--- config.mk ---
export PLATFORM = sky130hd
export DESIGN_NAME = icache_direct_flat
export DESIGN_NICKNAME = d
export VERILOG_FILES = /design/src/rtl/icache_direct_if.sv /design/src/rtl/icache_direct.sv /design/src/flat_wrapper.sv
export SDC_FILE = /design/constraint.sdc
export NUM_CORES = 2
export LEC_CHECK = 0
export ABC_AREA = 1
export CORE_MARGIN = 2
export CORE_UTILIZATION = 45
export DETAILED_ROUTE_END_ITERATION = 12
export GPL_ROUTABILITY_DRIVEN = 0
export SLEW_MARGIN = 40
export SYNTH_ARGS = -nofsm -noshare
export SYNTH_HDL_FRONTEND = slang
export SYNTH_SLANG_ARGS = --single-unit
--- constraint.sdc ---
create_clock -name clk -period 5.5 [get_ports clk]
set_input_delay 1.1 -clock clk [delete_from_list [all_inputs] [get_ports clk]]
set_output_delay 1.1 -clock clk [all_outputs]
set_load 0.005 [all_outputs]
--- src/rtl/icache_direct_if.sv ---
`default_nettype none
// +--------------------------------------------------------------------------+
// | icache_direct_if                                                         |
// | Refill bus between icache_direct and instruction memory (req/valid).     |
// | Rev 1.0                                                                  |
// +--------------------------------------------------------------------------+
interface icache_direct_if;
  logic        mem_req;
  logic [31:0] mem_addr;
  logic        mem_valid;
  logic [31:0] mem_rdata;

  modport master (
    output mem_req,
    output mem_addr,
    input  mem_valid,
    input  mem_rdata
  );

  modport slave (
    input  mem_req,
    input  mem_addr,
    output mem_valid,
    output mem_rdata
  );
endinterface
`default_nettype wire

--- src/rtl/icache_direct.sv ---
`default_nettype none
// +--------------------------------------------------------------------------+
// | icache_direct                                                            |
// | Direct-mapped read-only instruction cache with a one-word-per-beat line  |
// | refill FSM. Define ICACHE_STATS_EN to add hit_cnt/miss_cnt counters.     |
// | Rev 1.0                                                                  |
// +--------------------------------------------------------------------------+
module icache_direct #(
  parameter int LINES = 16,
  parameter int WORDS = 4
) (
  input  wire              clk,
  input  wire              rst,
  input  wire       [31:0] pc,
  input  wire              inst_ce,
  input  wire              flush,
  output logic      [31:0] instr,
  output logic             cache_hit,
`ifdef ICACHE_STATS_EN
  output logic      [31:0] hit_cnt,
  output logic      [31:0] miss_cnt,
`endif
  icache_direct_if.master  mem
);

  localparam int c_off_w  = $clog2(WORDS);
  localparam int c_idx_w  = $clog2(LINES);
  localparam int c_line_w = 30 - c_off_w;
  localparam int c_tag_w  = c_line_w - c_idx_w;
  localparam logic [31:0]        c_nop       = 32'h0000_0013;
  localparam logic [c_off_w-1:0] c_last_beat = c_off_w'(WORDS - 1);

  typedef enum logic [0:0] {
    IDLE   = 1'b0,
    REFILL = 1'b1
  } state_t;

  state_t r_state;
  state_t w_state_next;

  logic [LINES-1:0]    r_valid;
  logic [c_tag_w-1:0]  r_tag  [LINES];
  logic [31:0]         r_data [LINES][WORDS];
  logic [c_line_w-1:0] r_line;
  logic [c_off_w-1:0]  r_beat;
  logic                r_flushed;

  logic [c_line_w-1:0] w_pc_line;
  logic [c_off_w-1:0]  w_pc_off;
  logic [c_idx_w-1:0]  w_pc_idx;
  logic [c_tag_w-1:0]  w_pc_tag;
  logic [c_idx_w-1:0]  w_fill_idx;
  logic [c_tag_w-1:0]  w_fill_tag;
  logic                w_hit;
  logic                w_start;
  logic                w_beat_ok;
  logic                w_fill_done;
  logic                w_mem_req;
  logic [31:0]         w_mem_addr;
  logic                w_unused;

  assign w_pc_line  = pc[31:c_off_w+2];
  assign w_pc_off   = pc[c_off_w+1:2];
  assign w_pc_idx   = w_pc_line[c_idx_w-1:0];
  assign w_pc_tag   = w_pc_line[c_line_w-1:c_idx_w];
  assign w_fill_idx = r_line[c_idx_w-1:0];
  assign w_fill_tag = r_line[c_line_w-1:c_idx_w];
  assign w_unused   = ^pc[1:0];

  assign w_hit = inst_ce && r_valid[w_pc_idx] && (r_tag[w_pc_idx] == w_pc_tag)
                 && (r_state == IDLE);

  // Disabled fetch reports a hit with a NOP so the core never stalls on it.
  assign cache_hit = !inst_ce || w_hit;
  assign instr     = w_hit ? r_data[w_pc_idx][w_pc_off] : c_nop;

  always_comb begin
    w_state_next = r_state;
    w_start      = 1'b0;
    w_beat_ok    = 1'b0;
    w_fill_done  = 1'b0;
    w_mem_req    = 1'b0;
    w_mem_addr   = '0;
    case (r_state)
      IDLE: begin
        if (inst_ce && !w_hit) begin
          w_start      = 1'b1;
          w_state_next = REFILL;
        end
      end
      REFILL: begin
        w_mem_req  = 1'b1;
        w_mem_addr = {r_line, r_beat, 2'b00};
        if (mem.mem_valid) begin
          w_beat_ok = 1'b1;
          if (r_beat == c_last_beat) begin
            w_fill_done  = 1'b1;
            w_state_next = IDLE;
          end
        end
      end
      default: w_state_next = IDLE;
    endcase
  end

  assign mem.mem_req  = w_mem_req;
  assign mem.mem_addr = w_mem_addr;

  always_ff @(posedge clk or negedge rst) begin
    if (!rst) begin
      r_state   <= IDLE;
      r_beat    <= '0;
      r_line    <= '0;
      r_valid   <= '0;
      r_flushed <= 1'b0;
    end else begin
      r_state <= w_state_next;
      if (w_start) begin
        r_line    <= w_pc_line;
        r_beat    <= '0;
        r_flushed <= 1'b0;
      end
      if (w_beat_ok) begin
        r_beat <= r_beat + c_off_w'(1);
      end
      if (flush && (r_state == REFILL)) begin
        r_flushed <= 1'b1;
      end
      if (w_fill_done && !r_flushed && !flush) begin
        r_valid[w_fill_idx] <= 1'b1;
      end
      // A flush on the same edge as the last beat must win over the fill.
      if (flush) begin
        r_valid <= '0;
      end
    end
  end

  always_ff @(posedge clk) begin
    if (w_beat_ok) begin
      r_data[w_fill_idx][r_beat] <= mem.mem_rdata;
    end
    if (w_fill_done) begin
      r_tag[w_fill_idx] <= w_fill_tag;
    end
  end

`ifdef ICACHE_STATS_EN
  logic [31:0] r_hit_cnt;
  logic [31:0] r_miss_cnt;

  always_ff @(posedge clk or negedge rst) begin
    if (!rst) begin
      r_hit_cnt  <= '0;
      r_miss_cnt <= '0;
    end else begin
      if (w_hit) begin
        r_hit_cnt <= r_hit_cnt + 32'd1;
      end
      if (w_start) begin
        r_miss_cnt <= r_miss_cnt + 32'd1;
      end
    end
  end

  assign hit_cnt  = r_hit_cnt;
  assign miss_cnt = r_miss_cnt;
`endif

endmodule
`default_nettype wire

--- src/flat_wrapper.sv ---
// flat-port wrapper written by rule: the top's interface ports become plain ports
module icache_direct_flat 
#(
  parameter int LINES = 16,
  parameter int WORDS = 4
)
  (clk, rst, pc, inst_ce, flush, instr, cache_hit, mem_mem_req, mem_mem_addr, mem_mem_valid, mem_mem_rdata);
  icache_direct_if mem_i ();
  input  wire clk;
  input  wire rst;
  input  wire       [31:0] pc;
  input  wire inst_ce;
  input  wire flush;
  output logic      [31:0] instr;
  output logic cache_hit;
  output wire logic [$bits(mem_i.mem_req)-1:0] mem_mem_req;
  output wire logic [$bits(mem_i.mem_addr)-1:0] mem_mem_addr;
  input wire logic [$bits(mem_i.mem_valid)-1:0] mem_mem_valid;
  input wire logic [$bits(mem_i.mem_rdata)-1:0] mem_mem_rdata;
  assign mem_mem_req = mem_i.mem_req;
  assign mem_mem_addr = mem_i.mem_addr;
  assign mem_i.mem_valid = mem_mem_valid;
  assign mem_i.mem_rdata = mem_mem_rdata;
  icache_direct #(.LINES(LINES), .WORDS(WORDS)) u_core (.clk(clk), .rst(rst), .pc(pc), .inst_ce(inst_ce), .flush(flush), .instr(instr), .cache_hit(cache_hit), .mem(mem_i));
endmodule
* Word level (Yosys, flattened, before mapping)
Memories as Yosys holds them, arrays and structs flattened.
Index checks and enable logic that the tools add are counted.
** Storage, ports and cells
- Input bits :: 69
- Bits in latches :: 0
- RAM bits :: 2432
- Logic and storage cells :: 69
- Memory bits (read-only) :: 0
- Output and inout bits :: 66
- Memories :: 2
- Register bits after elaboration :: 48
** Memories
- u_core.r_data :: words 16, width 128, read ports 1, clocked after memory_dff 0, write ports 1, RTL line icache_direct.sv:43 : logic [31:0] r_data [LINES][WORDS];
- u_core.r_tag :: words 16, width 24, read ports 1, clocked after memory_dff 0, write ports 1, RTL line icache_direct.sv:42 : logic [c_tag_w-1:0] r_tag [LINES];
** Cells by class
- Shift-type cells :: 0
- Add/subtract/negate cells :: 1
- Divide/modulo/power cells :: 0
- Equality and inequality tests :: 2
- Reductions and logical operators :: 17
- $mul :: 0
- Bitwise gates (word level) :: 4
- $lt $le $gt $ge :: 6
- Mux-type cells :: 32
** Operators by type and width (count)
- $mux W32 :: 5
- $mux W128 :: 1
- $bmux W32 S2 :: 1
- $demux W32 S2 :: 1
- $mux W16 :: 2
- $eq A24 B24 Y1 :: 1
- $mux W1 :: 17
- $or A16 B16 Y16 :: 1
- $lt A4 B5 Y1 const B :: 2
- $logic_and A1 B1 Y1 :: 9
- $ge A3 B3 Y1 const B :: 2
- $not A2 Y3 :: 2
- $reduce_bool A2 Y1 :: 3
- $bmux W1 S4 :: 1
- $demux W1 S4 :: 1
- $ge A4 B1 Y1 const B :: 1
- $logic_not A1 Y1 :: 4
- $mux W2 :: 2
- $lt A3 B1 Y1 const B :: 1
- $add A2 B1 Y2 const B :: 1
- $eq A2 B2 Y1 const B :: 1
- $pmux W1 S2 :: 1
- $logic_or A1 B1 Y1 :: 1
- $not A1 Y1 :: 1

* Depth between registers and ports, before layout
- Depth after elaboration :: 11
- Mapped depth :: 21
- Depth with buffers taken out :: 16

* Worst setup path after synthesis
No wires, ideal clock.
- Path kind :: in2out
- Start :: input port pc[5]
- End :: output port instr[19]
- Required time :: 4400 ps
- Cell stages on the path :: 13
- Data arrival time :: 2831 ps
- Setup slack :: 1569 ps
- Path buffers :: 5
- Cells stage by stage :: buf_2 > inv_4 > buf_6 > buf_4 > buf_2 > clkbuf_1 > a21oi_1 > a32o_1 > o211ai_1 > o21ai_0 > o211ai_1 > nand2_1 > nor2_1
** On the way
- Cells in the longest elaborated chain, start to end :: 6
- Elaborated cells between the ends (all ways) :: 12
- Classes of those cells :: eq/ne: 1; mux: 6; reduce/logical: 3; memory: 2
** RTL lines
- from (decl) :: RTL line flat_wrapper.sv:11 : input wire [31:0] pc;
- parallel branches: the longest is 5 deep, another holds $mem_v2 Z16 W24
- $mux W32 * :: RTL line icache_direct.sv:75 : assign instr = w_hit ? r_data[w_pc_idx][w_pc_off] : c_nop;
- to (decl) :: RTL line flat_wrapper.sv:14 : output logic [31:0] instr;
Every way passes the cells marked *. The select of a mux whose other input is x is not followed.

* Worst setup path after layout
- Start :: input port pc[4]
- End :: output port instr[1]
The elaborated chain is that of the path after synthesis.

==> metrics.md <==
| Metric | Value |
|---|---|
| Hold WS | between 0.2 and 0.3 ns |
| Finish-stage setup viols | 0 |
| Row Count | between 150 and 200 |
| Routed Wire Length | 303 mm |
| Vias per cell | a little over 6 |
| Cell family with most CP delay | buffers and inverters |
| Drt first pass iters | 6 |
| Max-cap violations | 0 |
| Clock slew at reported path FFs | ~0.06 ns |
| Sequential area share after synthesis | around three quarters |
| First-pass GRT wire length | approximately 430 mm |
| Cell count after synthesis | 7673 |
| WP data required | around 4.4 ns |
| Max clock buf depth | 4 |
| Die ar. | 0.224 mm2 |
| Routed len/inst | around 28 um |
| I/O Pins | roughly 140 |
| Final Util | 52.3% |
| Final Cycle Share | a little over nine tenths |
| Number of synthesized register bits | 2480 |
| Worst skew pair latency | 0.93 ns |
| FMAX | about 190 MHz |
| Bufs and invs on worst path | 6 |
| Drc violations | 0 |
| Pwr/cell area | 379 mW/mm2 |
| Fin. Hold Viols | 0 |
| Max rail drop VDD | ~310 uV |
| Crit path max-delay cell type | clkdlybuf4s50_1 |
| Vert. Die Dim | about 470 um |
| H-Tree Depth | 5 |
| Tmin final | 5.40 ns |
| I/O Buffers | 130 |
| CTS root buffer | clkbuf_16 |
| CP max stage delay | around 0.5 ns |
| Status | finished clean |
| Filler instances | about 18000 |
| RSZ-0062 raised after global routing | false |
| Total GRT Usage | 26.3% |
| Die width | roughly 470 um |
| Area Growth Syn to Fin | 15.7% |
| Post-DP HPWL | 164 mm |
| TritonCTS Sinks | approximately 2500 |
| Worst path cell trace | buf_12, clkinv_16, buf_4, o21ai_0, nand3_1, nand3_1, nand2_1, nand2_1, nand4_1, nor3_1, nand3_1, buf_4, nor2_1, buf_4, nand2_1, clkdlybuf4s50_1 |
| Lkg Pwr | roughly 39 nW |
| Worst clock skew | ~0.061 ns |
| CORE AREA | about 0.22 mm2 |
| Critical Path Source Type | input pin |
| Crit Path Category | in2out |
| Number of synthesized flops with an enable pin | approximately 2400 |
| Final ANT Viol Nets | 0 |
| Worst Setup End Kind | output port |
| Initial Util | about 45% |
| DR iter-0 viols | 8708 |
| Largest net degree at the start of global routing | 93 |
| Avg Synthesized Cell Area | 12.9 um2 |
| CTS tree | yes |
| Max FO, Critical Path | 44 |
| Hold_buf cts | 0 |
| Worst rel slew slack | roughly two fifths |
| Most used DFF post-synth | edfxtp_1 |
| CTS Buf Count | ~280 |
| Initial antenna violation count | 11 |
| Hold Crit Class | in2async |
| Nets | roughly 8000 |
| Cell area after synthesis | slightly below 0.1 mm2 |
| Vias in the first global route | about 62000 |
| Grt total ovfl | 0 |
| Vias | ~66000 |
| Max Transition Viols Final | 0 |
| Slew @ Worst Pin | 0.889 ns |
| Layout cells sized above 1 | between 10% and 20% |
| Count of cell types in the netlist | 39 |
| Yosys warnings | 0 |
| Synth async-reset ratio | under 10% |
| Arr. time, crit path | around 4.3 ns |
==> path summary, 6_finish.rpt <==
path / startpoint / endpoint / slack, ns / depth (start not counted)
min: rst / u_core.r_line[15] / 0.26 / 2
max in group asynchronous: rst / u_core.r_valid[4] / 4.80 / 2
min in group clk: mem_mem_rdata[3] / u_core.r_data[5][3] / 0.41 / 1
min reg2reg: u_core.r_valid[12] / u_core.r_valid[12] / 0.50 / 2
max reg2reg: u_core.r_state / u_core.r_data[5][91] / 1.96 / 7
max: pc[4] / instr[1] / 0.1 / 16
==> kinds of logic after synthesis <==
group | count (synthesis) | share of synthesized area [%]
flops | 2480 | 74.8
other cells | 1 | 0.00378
simple gates | 2666 | 10.8
buf+inv | 746 | 3.35
compound gates | 1775 | 10.9
xor+xnor | 1 | 0.00883
fa+ha+maj | 4 | 0.0505
==> state kept, by name, indices dropped and copies added, names as in the netlist <==
name / cells
u_core.r_data: 2048
u_core.r_tag: 384
u_core.r_line: 28
u_core.r_valid: 16
u_core.r_beat: 2
u_core.r_flushed: 1
u_core.r_state: 1
==> cells in the mapped netlist, types with 44 or more instances <==
| library cell | instances | area share, % |
|---|---|---|
| a21oi_1 | 409 | 2.1 |
| a221oi_1 | 122 | 1.1 |
| a32o_1 | 44 | 0.44 |
| buf_2 | 156 | 0.79 |
| clkbuf_1 | 303 | 1.1 |
| dfrtp_1 | 48 | 1.2 |
| edfxtp_1 | 2432 | 74 |
| inv_1 | 184 | 0.70 |
| nand2_1 | 1328 | 5.0 |
| nand3_1 | 416 | 2.1 |
| nor2_1 | 837 | 3.2 |
| nor3_1 | 44 | 0.22 |
| o211ai_1 | 88 | 0.67 |
| o21ai_0 | 708 | 3.6 |
| o221ai_1 | 162 | 1.4 |
| o22ai_1 | 146 | 0.92 |
==> metal layers <==
metal | share of wire (%) | GRT usage [%] | vias to the layer above
li1 | - | - | 28900
met1 | 41 | 37.3 | 33600
met2 | 47 | 41.4 | 3439
met3 | 9.4 | 4.15 | 544
met4 | 3.5 | 9.33 | 0
met5 | 0 | 0 | -
==> layout by cell type, fill, tap and decap left out, types with 3 or more instances in the layout <==
cell | synthesis | layout
bufinv_16 | 0 | 15
inv_1 | 184 | 184
buf_6 | 29 | 5
clkbuf_16 | 0 | 284
nor2_4 | 0 | 80
o22ai_1 | 146 | 146
a221oi_1 | 122 | 121
or2_1 | 4 | 4
clkdlybuf4s50_1 | 0 | 91
clkbuf_1 | 303 | 69
nand4_1 | 5 | 5
a221o_1 | 42 | 42
buf_8 | 1 | 4
dfrtp_1 | 48 | 48
clkinv_1 | 1 | 54
a31oi_1 | 6 | 6
a21oi_1 | 409 | 409
nor2_1 | 837 | 756
o211ai_1 | 88 | 88
nand3b_1 | 28 | 28
a211oi_1 | 13 | 11
ha_1 | 4 | 4
nand2_1 | 1328 | 1326
edfxtp_1 | 2432 | 2432
o21ai_1 | 31 | 31
buf_2 | 156 | 33
o221ai_1 | 162 | 162
inv_6 | 0 | 7
o21ai_0 | 708 | 708
inv_8 | 0 | 3
diode_2 | 0 | 4
clkinv_2 | 0 | 29
buf_16 | 0 | 10
buf_4 | 26 | 326
buf_12 | 0 | 83
nor3_1 | 44 | 44
nand3_1 | 416 | 416
a32o_1 | 44 | 44
==> per-stage QoR <==
stage / setup WS [ns] / cells / cell area [um2] / power (W) / TNS, ns
finish: 0.0985 / 11000 / 115000 / 0.0435 / 0
global route: 0.0161 / 11000 / 115000 / 0.0448 / 0
CTS: 0.0262 / 11000 / 114000 / 0.0436 / 0
detailed placement: -0.0542 / 10500 / 106000 / 0.0266 / -0.0542
global placement: -0.0137 / 10500 / 106000 / 0.0265 / -0.0137
floorplan: 1.57 / 7674 / 99200 / 0.0243 / 0
==> cell type report <==
cell class              instances  area [um2]  share of cell area (%)
repair buffers                555        5650                    4.93
clock inverters               107         878                   0.766
inverters                     189         774                   0.675
clock buffers                 351        7300                    6.37
diodes                          4        10.0                 0.00873
multi-input cells            4448       22300                    19.4
flip-flops and latches       2480       74200                    64.7
repair inverters                1        11.3                 0.00982
well taps                    2871        3590                    3.13
==> repair_timing <==
action | CTS | global route
pin swaps | 0 | 1
cloned | 0 | 4
gates resized for setup | 1 | 10
setup endpoints to repair | 1 | 9
setup buffers | 0 | 0
==> power breakdown <==
group          switching [W]  total (W)  internal (W)  leakage [nW]
sequential          0.000530     0.0222        0.0217          22.5
combinational        0.00290    0.00407       0.00117          12.3
clock                0.00718     0.0172        0.0100          4.00
total                 0.0106     0.0435        0.0329          38.8
Power figures use the tool's default switching activity.
